**src/rtl/aes_key_sched_seq_if.sv**
```systemverilog
// Start/key request and round-key valid/yumi port of the sequential AES key schedule.
interface aes_key_sched_seq_if;
  logic         start_v;
  logic [1:0]   mode;
  logic [255:0] key;
  logic         ready;
  logic         rk_v;
  logic [127:0] rk;
  logic [3:0]   rk_idx;
  logic         rk_last;
  logic         rk_yumi;

  modport slave (
    input  start_v, mode, key, rk_yumi,
    output ready, rk_v, rk, rk_idx, rk_last
  );

  modport master (
    output start_v, mode, key, rk_yumi,
    input  ready, rk_v, rk, rk_idx, rk_last
  );
endinterface

```
**src/rtl/aes_key_sched_seq.sv**
```systemverilog
// AES-128/192/256 key expansion, one schedule word per cycle through one 4-byte S-box bank,
// round keys presented on a valid/yumi port with back-pressure.
module aes_key_sched_seq #(
  parameter int unsigned max_nk_p = 8
) (
  input  logic                clk_i,
  input  logic                reset_n_i,
  aes_key_sched_seq_if.slave  kif
);

  typedef enum logic [1:0] {StIdle, StRun, StDrain} state_e;

  localparam logic [0:255][7:0] Sbox = {
    128'h637c777bf26b6fc53001672bfed7ab76, 128'hca82c97dfa5947f0add4a2af9ca472c0,
    128'hb7fd9326363ff7cc34a5e5f171d83115, 128'h04c723c31896059a071280e2eb27b275,
    128'h09832c1a1b6e5aa0523bd6b329e32f84, 128'h53d100ed20fcb15b6acbbe394a4c58cf,
    128'hd0efaafb434d338545f9027f503c9fa8, 128'h51a3408f929d38f5bcb6da2110fff3d2,
    128'hcd0c13ec5f974417c4a77e3d645d1973, 128'h60814fdc222a908846eeb814de5e0bdb,
    128'he0323a0a4906245cc2d3ac629195e479, 128'he7c8376d8dd54ea96c56f4ea657aae08,
    128'hba78252e1ca6b4c6e8dd741f4bbd8b8a, 128'h703eb5664803f60e613557b986c11d9e,
    128'he1f8981169d98e949b1e87e9ce5528df, 128'h8ca1890dbfe6426841992d0fb054bb16
  };

  function automatic logic [7:0] sbox(input logic [7:0] b);
    return Sbox[b];
  endfunction

  state_e           r_state;
  state_e           w_state_nxt;
  logic [0:7][31:0] r_key;
  logic [3:0]       r_nk;
  logic [3:0]       r_nr;
  logic [5:0]       r_i;
  logic [2:0]       r_cnt;
  logic [7:0]       r_rcon;
  logic [31:0]      r_win [max_nk_p];
  logic [31:0]      r_acc [3];
  logic [127:0]     r_rk;
  logic             r_rk_v;
  logic [3:0]       r_rk_idx;
  logic             r_rk_last;

  logic [3:0]  w_nk_sel;
  logic [3:0]  w_nr_sel;
  logic        w_legal;
  logic        w_start;
  logic        w_adv;
  logic        w_rot;
  logic        w_last_word;
  logic        w_rk_done;
  logic [31:0] w_prev;
  logic [31:0] w_old;
  logic [31:0] w_sub_in;
  logic [31:0] w_sub_out;
  logic [31:0] w_t;
  logic [31:0] w_word;

  always_comb begin
    w_nk_sel = 4'd0;
    unique case (kif.mode)
      2'd0:    w_nk_sel = 4'd4;
      2'd1:    w_nk_sel = 4'd6;
      2'd2:    w_nk_sel = 4'd8;
      default: w_nk_sel = 4'd0;
    endcase
    w_nr_sel = w_nk_sel + 4'd6;
    w_legal  = (kif.mode != 2'd3) && (32'(w_nk_sel) <= max_nk_p);
  end

  assign w_start = (r_state == StIdle) && kif.start_v && w_legal;

  // A round-key-completing word waits while the previous round key is still unconsumed.
  assign w_adv = (r_state == StRun) &&
                 !((r_i[1:0] == 2'd3) && r_rk_v && !kif.rk_yumi);
  assign w_rk_done   = w_adv && (r_i[1:0] == 2'd3);
  assign w_last_word = (r_i == {r_nr, 2'b11});
  assign w_rot       = (r_i >= 6'(r_nk)) && (r_cnt == 3'd0);

  assign w_prev    = r_win[0];
  assign w_old     = r_win[3'(r_nk - 4'd1)];
  assign w_sub_in  = (r_cnt == 3'd0) ? {w_prev[23:0], w_prev[31:24]} : w_prev;
  assign w_sub_out = {sbox(w_sub_in[31:24]), sbox(w_sub_in[23:16]),
                      sbox(w_sub_in[15:8]), sbox(w_sub_in[7:0])};

  always_comb begin
    w_t = w_prev;
    if (r_cnt == 3'd0) begin
      w_t = w_sub_out ^ {r_rcon, 24'h0};
    end else if ((r_nk == 4'd8) && (r_cnt == 3'd4)) begin
      w_t = w_sub_out;
    end
    w_word = (r_i < 6'(r_nk)) ? r_key[r_i[2:0]] : (w_old ^ w_t);
  end

  always_comb begin
    w_state_nxt = r_state;
    unique case (r_state)
      StIdle:  if (w_start) w_state_nxt = StRun;
      StRun:   if (w_adv && w_last_word) w_state_nxt = StDrain;
      StDrain: if (r_rk_v && r_rk_last && kif.rk_yumi) w_state_nxt = StIdle;
      default: w_state_nxt = StIdle;
    endcase
  end

  always_ff @(posedge clk_i or negedge reset_n_i) begin
    if (!reset_n_i) begin
      r_state <= StIdle;
    end else begin
      r_state <= w_state_nxt;
    end
  end

  always_ff @(posedge clk_i or negedge reset_n_i) begin
    if (!reset_n_i) begin
      r_key     <= '0;
      r_nk      <= '0;
      r_nr      <= '0;
      r_i       <= '0;
      r_cnt     <= '0;
      r_rcon    <= '0;
      r_rk      <= '0;
      r_rk_v    <= 1'b0;
      r_rk_idx  <= '0;
      r_rk_last <= 1'b0;
      for (int k = 0; k < int'(max_nk_p); k++) r_win[k] <= '0;
      for (int k = 0; k < 3; k++) r_acc[k] <= '0;
    end else begin
      if (w_start) begin
        r_key  <= kif.key;
        r_nk   <= w_nk_sel;
        r_nr   <= w_nr_sel;
        r_i    <= '0;
        r_cnt  <= '0;
        r_rcon <= 8'h01;
      end
      if (w_adv) begin
        for (int k = int'(max_nk_p) - 1; k > 0; k--) r_win[k] <= r_win[k-1];
        r_win[0] <= w_word;
        r_i      <= r_i + 6'd1;
        r_cnt    <= (r_cnt == 3'(r_nk - 4'd1)) ? 3'd0 : r_cnt + 3'd1;
        if (w_rot) r_rcon <= {r_rcon[6:0], 1'b0} ^ (r_rcon[7] ? 8'h1b : 8'h00);
        if (r_i[1:0] != 2'd3) r_acc[r_i[1:0]] <= w_word;
      end
      if (w_rk_done) begin
        r_rk      <= {r_acc[0], r_acc[1], r_acc[2], w_word};
        r_rk_v    <= 1'b1;
        r_rk_idx  <= r_i[5:2];
        r_rk_last <= (r_i[5:2] == r_nr);
      end else if (kif.rk_yumi) begin
        r_rk_v <= 1'b0;
      end
    end
  end

  assign kif.ready   = (r_state == StIdle);
  assign kif.rk_v    = r_rk_v;
  assign kif.rk      = r_rk;
  assign kif.rk_idx  = r_rk_idx;
  assign kif.rk_last = r_rk_last;

endmodule

```
**src/flat_wrapper.sv**
```systemverilog
// flat-port wrapper written by rule: the top's interface ports become plain ports
module aes_key_sched_seq_flat 
#(
  parameter int unsigned max_nk_p = 8
)
  (clk_i, reset_n_i, kif_start_v, kif_mode, kif_key, kif_rk_yumi, kif_ready, kif_rk_v, kif_rk, kif_rk_idx, kif_rk_last);
  aes_key_sched_seq_if kif_i ();
  input  logic clk_i;
  input  logic reset_n_i;
  input wire logic [$bits(kif_i.start_v)-1:0] kif_start_v;
  input wire logic [$bits(kif_i.mode)-1:0] kif_mode;
  input wire logic [$bits(kif_i.key)-1:0] kif_key;
  input wire logic [$bits(kif_i.rk_yumi)-1:0] kif_rk_yumi;
  output wire logic [$bits(kif_i.ready)-1:0] kif_ready;
  output wire logic [$bits(kif_i.rk_v)-1:0] kif_rk_v;
  output wire logic [$bits(kif_i.rk)-1:0] kif_rk;
  output wire logic [$bits(kif_i.rk_idx)-1:0] kif_rk_idx;
  output wire logic [$bits(kif_i.rk_last)-1:0] kif_rk_last;
  assign kif_i.start_v = kif_start_v;
  assign kif_i.mode = kif_mode;
  assign kif_i.key = kif_key;
  assign kif_i.rk_yumi = kif_rk_yumi;
  assign kif_ready = kif_i.ready;
  assign kif_rk_v = kif_i.rk_v;
  assign kif_rk = kif_i.rk;
  assign kif_rk_idx = kif_i.rk_idx;
  assign kif_rk_last = kif_i.rk_last;
  aes_key_sched_seq #(.max_nk_p(max_nk_p)) u_core (.clk_i(clk_i), .reset_n_i(reset_n_i), .kif(kif_i));
endmodule
```
**config.mk**
```make
export PLATFORM = sky130hd
export DESIGN_NAME = aes_key_sched_seq_flat
export DESIGN_NICKNAME = d
export VERILOG_FILES = /design/src/rtl/aes_key_sched_seq_if.sv /design/src/rtl/aes_key_sched_seq.sv /design/src/flat_wrapper.sv
export SDC_FILE = /design/constraint.sdc
export NUM_CORES = 2
export LEC_CHECK = 0
export BUFFER_PORTS_ARGS = -buffer_cell sky130_fd_sc_hd__buf_2
export CAP_MARGIN = 20
export CELL_PAD_IN_SITES_DETAIL_PLACEMENT = 0
export CELL_PAD_IN_SITES_GLOBAL_PLACEMENT = 2
export CORE_MARGIN = 1
export CORE_UTILIZATION = 35
export DETAILED_ROUTE_END_ITERATION = 16
export PLACE_DENSITY_LB_ADDON = 0.1
export SLEW_MARGIN = 25
export SYNTH_ARGS = -nofsm -noshare
export SYNTH_HDL_FRONTEND = slang
export SYNTH_SLANG_ARGS = --single-unit
```
**constraint.sdc**
```tcl
create_clock -name clk_i -period 5.3 [get_ports clk_i]
set_input_delay 0.795 -clock clk_i [delete_from_list [all_inputs] [get_ports clk_i]]
set_output_delay 0.795 -clock clk_i [all_outputs]
set_load 0.1 [all_outputs]
```
Word level (Yosys, flattened, before mapping):

Memory sizes are Yosys's and may differ from the RTL's.
Cells that the tools add are included.
W data, S select, Z words.

* register bits after elaboration: 769
* bits in read-only memories: 8192
* input port bits: 262
* output and inout bits: 135
* word-level logic and storage cells: 132
* memories kept: 4

Memory list
* (no name shown): depth 256, width 8, read ports 1, clocked after memory_dff 0, wr ports 0, line aes_key_sched_seq.sv:25 `return Sbox[b];`
* (no name shown): depth 256, width 8, read ports 1, clocked after memory_dff 0, wr ports 0, line aes_key_sched_seq.sv:25
* (no name shown): depth 256, width 8, read ports 1, clocked after memory_dff 0, wr ports 0, line aes_key_sched_seq.sv:25
* (no name shown): depth 256, width 8, read ports 1, clocked after memory_dff 0, wr ports 0, line aes_key_sched_seq.sv:25

* add/subtract/negate cells: 4
* order comparisons: 11
* equal/unequal tests: 15
* multiplexer cells: 37
* bitwise logic cells: 10
* reductions and logical operators: 22

Operators by type and width (count)
* $mux W32: 9
* $bmux W32 S3: 2
* $bwmux W96: 1
* $mux W8: 11
* $demux W32 S2: 1
* $xor A32 B32 Y32: 2
* $ge A9 B9 Y1 const B: 4
* $not A8 Y9: 4
* $logic_and A1 B1 Y1: 13
* $mux W6: 2
* $pmux W4 S3: 1
* $mux W3: 3
* $ge A4 B4 Y1 const B: 2
* $not A3 Y4: 2
* $xor A8 B8 Y8: 1
* $add A6 B1 Y6 const B: 1
* $eq A2 B2 Y1 const B: 3
* $eq A6 B6 Y1: 1
* $ge A6 B4 Y1: 1
* $lt A6 B4 Y1: 1
* $mux W2: 3
* $ne A2 B2 Y1 const B: 3
* $pmux W2 S3: 1
* $mux W5: 1
* 20 further kinds: 26

Logic depth before layout (Yosys ltp):

* word-level depth: 11
* depth in mapped cells: 22
* depth with buffers taken out: 17

Worst setup path before layout:

Ideal clock, no wire load.

* kind: register to register
* start point: reg u_core.r_cnt[0]
* end point: reg u_core.r_rk[25] (netlist: u_core.kif.rk[25])
* library setup time: 0.069 ns
* arrival: 4.312 ns
* required time: 5.231 ns
* setup slack: 0.919 ns
* stages on the path, launching flop included: 20
* buffers on the path: 4
* cell sequence: dfrtp_1 -> inv_1 -> ha_1 -> nand2b_1 -> buf_6 -> buf_6 -> a21o_1 -> buf_2 -> ha_1 -> clkbuf_1 -> clkinv_1 -> o31ai_1 -> o31ai_1 -> o32a_1 -> a211oi_1 -> a21oi_2 -> nor2_1 -> mux2_1 -> a2111oi_2 -> mux2_2

* longest elaborated chain between the ends: 10
* elaborated cells on any way between the ends: 13
* those cells by class: eq/ne: 1; mux: 6; bitwise: 3; reduce/logical: 2; memory: 1

RTL lines
* start: declaration: line aes_key_sched_seq.sv:34 `logic [2:0] r_cnt;`
* start signal: assignment: line aes_key_sched_seq.sv:140 `r_cnt <= (r_cnt == 3'(r_nk - 4'd1)) ? 3'd0 : r_cnt + 3'd1;`
* $logic_not A3 Y1: line aes_key_sched_seq.sv:81, aes_key_sched_seq.sv:87
* $mux W32: line aes_key_sched_seq.sv:81 `assign w_sub_in = (r_cnt == 3'd0) ? {w_prev[23:0], w_prev[31:24]} : w_prev;`
* $not A8 Y9 (implied by the code): line aes_key_sched_seq.sv:25
* $mem_v2 Z256 W8
* $mux W8 (implied by the code) (2 in series): line aes_key_sched_seq.sv:25
* $mux W32 or $xor A32 B32 Y32 (tied branches): line aes_key_sched_seq.sv:89, aes_key_sched_seq.sv:88
* $mux W32 *: line aes_key_sched_seq.sv:87 `if (r_cnt == 3'd0) begin`
* $xor A32 B32 Y32 *: line aes_key_sched_seq.sv:92 `w_word = (r_i < 6'(r_nk)) ? r_key[r_i[2:0]] : (w_old ^ w_t);`
* $mux W32 *: line aes_key_sched_seq.sv:92
* end signal: assignment: line aes_key_sched_seq.sv:145 `r_rk <= {r_acc[0], r_acc[1], r_acc[2], w_word};`
* end: declaration: line aes_key_sched_seq.sv:38 `logic [127:0] r_rk;`

Mark *: on every way between the ends. The rest lies on a longest branch, timed or not. The select of a mux whose other input is x is not followed.
A chain may end at the register's enable or synchronous reset.

Worst setup path in the final report:

* start point: reg u_core.r_cnt[1]
* end point: reg u_core.r_win (netlist bit u_core.w_prev[15])

* longest elaborated chain between the ends: 10
* elaborated cells on any way between the ends: 13
* those cells by class: eq/ne: 1; mux: 6; bitwise: 3; reduce/logical: 2; memory: 1

RTL lines
* $logic_not A3 Y1: line aes_key_sched_seq.sv:81, aes_key_sched_seq.sv:87
* $mux W32: line aes_key_sched_seq.sv:81
* $not A8 Y9 (implied by the code): line aes_key_sched_seq.sv:25
* $mem_v2 Z256 W8
* $mux W8 (implied by the code) (2 in series): line aes_key_sched_seq.sv:25
* $mux W32 or $xor A32 B32 Y32 (tied branches): line aes_key_sched_seq.sv:89, aes_key_sched_seq.sv:88
* $mux W32 *: line aes_key_sched_seq.sv:87
* $xor A32 B32 Y32 *: line aes_key_sched_seq.sv:92
* $mux W32 *: line aes_key_sched_seq.sv:92
* end: declaration: line aes_key_sched_seq.sv:36 `logic [31:0] r_win [max_nk_p];`

Marks and branches as above.

==> impl_metrics.ini <==
[yosys]
synth_fp_nets = 6125
synth_area_um2 = 47100
synth_warnings = 0
synth-seq-area-share = 0.408
synthFlopType = dfrtp_1
ys_async_sr_fraction = 1.00
synth.distinct_cells = 101
synth_edf_count = 0
synth_cells = 5821
ys_seq_elements = 767
avgSynthCellArea_um2 = 8.09

[clocking]
clock_latency_ns = 0.72
path_clk_slew_ns = 0.06
cts_tree = built
cts.sinks = 767
root_buffer = clkbuf_16
cts_max_level = 3
hold_buffers = 0
post-cts-setup-buffer-count = 0
cts_buffer_depth = 3
numCtsBuffers = 90

[timing]
setup-tns-final_ns = 0
finalClockSkew_ns = 0.0616
tightest_slew_ns = 1.07
min_period_over_period = 0.957
finalHoldViolCount = 0
finalMaxSlewViolations = 0
rsz0062_at_grt = false
whs_ns = 0.128
fin_crit_ns = 5.07
max_freq_mhz = 197
setup_violations = 0
timing.slew.headroom = 0.267

[place]
post-dp-hpwl_um = 166000
place.gp.congestion = 1.02
numPortBuffers = 396

[worst_setup_path]
crit_required_ns = 5.84
worstSetupStartpointType = register
worstPathMaxFanout = 19
worstSetupPathType = register to register
arrival_ns = 5.61
end_kind = register

[global_route]
grt-ovfl-total = 0
grt_max_degree = 119
grt_pass1_vias = 45900
grt_pass1_wl_um = 331000
grt_usage = 0.329
antenna_found_initial = 38

[floorplanning]
dieWidth_um = 369
dieArea_um2 = 136000
fp.coreArea_um2 = 133000
initial_core_util = 0.353
ios = 397
chipHeight_um = 369
rows = 134

[routing]
vias = 47600
wl_per_cell_um = 28.4
drtIter0Drc = 5484
vias_per_cell = 5.93
wl_um = 228000
drc = 0
ant_nets = 0
first_pass_iters = 6

[job]
maxCapViolations = 0

[final_layout]
syn_to_final_growth_pct = 18.2
fin_nets = 6480
utilization = 0.417
drive_above_1_share = 0.189

[min_path]
worst_hold_path_type = primary input to async pin

[status]
run_status = completed
-- per-stage QoR --
step	std cells	area, µm²	setup slack [ns]
2_1_floorplan	5821	47100	0.919
3_3_place_gp	7852	52500	0.294
5_1_grt	8026	55700	0.0176
4_1_cts	8017	55600	0.191
3_5_place_dp	7852	52500	0.242
6_report	8029	55700	0.229
-- per-layer routing --
| layer | share of wire | track usage | routed length [µm] |
|---|---|---|---|
| met1 | 0.43 | 0.446 | 96800 |
| met2 | 0.46 | 0.519 | 104000 |
| met3 | 0.068 | 0.0529 | 15500 |
| met4 | 0.050 | 0.139 | 11300 |
| met5 | 0.00068 | 0 | 154 |
-- sequential cells by signal, indices dropped and copies added, names as in the netlist, 2 cells and up --
signal	cells
u_core.r_state	2
u_core.r_rcon	8
u_core.r_i	6
u_core.r_nk	3
u_core.r_acc	96
u_core.kif.rk_idx	4
u_core.kif.rk	128
u_core.w_prev	32
u_core.r_nr	3
u_core.r_key	256
u_core.r_win	224
u_core.r_cnt	3
-- layout by cell type (no fill, tap or decap), drive strengths merged, types with 42 or more instances in the layout --
cell and n:
dfrtp 767, ha 42, nor3 87, mux2 54, mux4 100, o311ai 49, nor2 328, mux2i 87
o211ai 83, nand3 116, a21oi 244, a211oi 96, o21ai 281, inv 44, a31oi 127, nand2 2128
a221oi 48, clkbuf 136, buf 783, o31ai 65
-- critical path, cell delays in order, from the launching register on --
cell and delay, ns:
dfrtp_1 0.42, inv_1 0.07, ha_1 0.26, and2b_4 0.31, buf_4 0.40, buf_4 0.33, mux2i_2 0.68, o21ai_0 0.50
nand2_1 0.17, a221oi_1 0.09, nor4b_1 0.47, a31oi_1 0.08, buf_4 0.20, nand2_1 0.14, xnor2_1 0.09, a311oi_2 0.27
buf_4 0.26, o21ai_0 0.10
-- kinds of logic after synthesis --
logic type | after synthesis | share of synthesized area
simple gates | 2831 | 0.243
buf+inv | 565 | 0.0531
compound gates | 1321 | 0.194
flops | 767 | 0.408
mux | 241 | 0.0813
fa+ha+maj | 42 | 0.0112
xor+xnor | 54 | 0.0100
-- worst paths after layout --
check                                 start                 end  slack, ns  cells after the start
setup / recovery            u_core.r_cnt[1]   u_core.w_prev[15]       0.23                     17
max in group asynchronous         reset_n_i    u_core.r_win[42]       3.79                      2
hold reg to reg            u_core.r_acc[78]  u_core.kif.rk[110]       0.44                      2
setup reg to reg            u_core.r_cnt[1]   u_core.w_prev[15]       0.23                     17
min in group clk_i             kif_key[213]   u_core.r_key[213]       0.27                      3
hold / removal                    reset_n_i    u_core.r_acc[44]       0.13                      1
-- area by class of cell --
cell class,instances,area [µm²]
timing repair buffer,783,5360
clock inverter,29,405
inverter,45,169
clock buffer,136,2700
multi-input combinational,4489,25600
fill,13900,77800
antenna,12,30.0
sequential,767,19200
tap,1768,2210
-- cell usage after synthesis, types with 20 or more instances --
library cell / n / share of area
o31ai_1: 63 / 0.010
inv_1: 38 / 0.0030
nor2_1: 325 / 0.026
nand3_1: 116 / 0.012
dfrtp_1: 767 / 0.41
buf_2: 127 / 0.014
o22ai_1: 31 / 0.0041
buf_1: 40 / 0.0032
nand2_1: 2128 / 0.17
o211ai_1: 79 / 0.013
xnor2_1: 33 / 0.0061
clkbuf_1: 311 / 0.025
nor3_1: 87 / 0.0092
buf_4: 26 / 0.0041
o221ai_1: 33 / 0.0061
xor2_1: 21 / 0.0039
and3_1: 20 / 0.0027
a211oi_1: 91 / 0.015
o311ai_0: 39 / 0.0073
mux4_2: 100 / 0.048
nor2b_1: 20 / 0.0027
o21ai_1: 28 / 0.0030
a311oi_1: 32 / 0.0060
mux2i_1: 75 / 0.016
nand2b_1: 22 / 0.0029
a31oi_1: 126 / 0.017
mux2_2: 48 / 0.011
a221oi_1: 48 / 0.0089
o21ai_0: 250 / 0.027
o2111ai_1: 23 / 0.0043
ha_1: 42 / 0.011
a21oi_1: 228 / 0.024
-- timing repair --
action,4_1_cts,5_1_grt
gates resized for setup,0,1
endpoints found under the setup margin,0,5
hold endpoints to repair,0,0
Power is not shown: default switching activity piles up to over one toggle a cycle in this logic, so the estimate is an artifact.
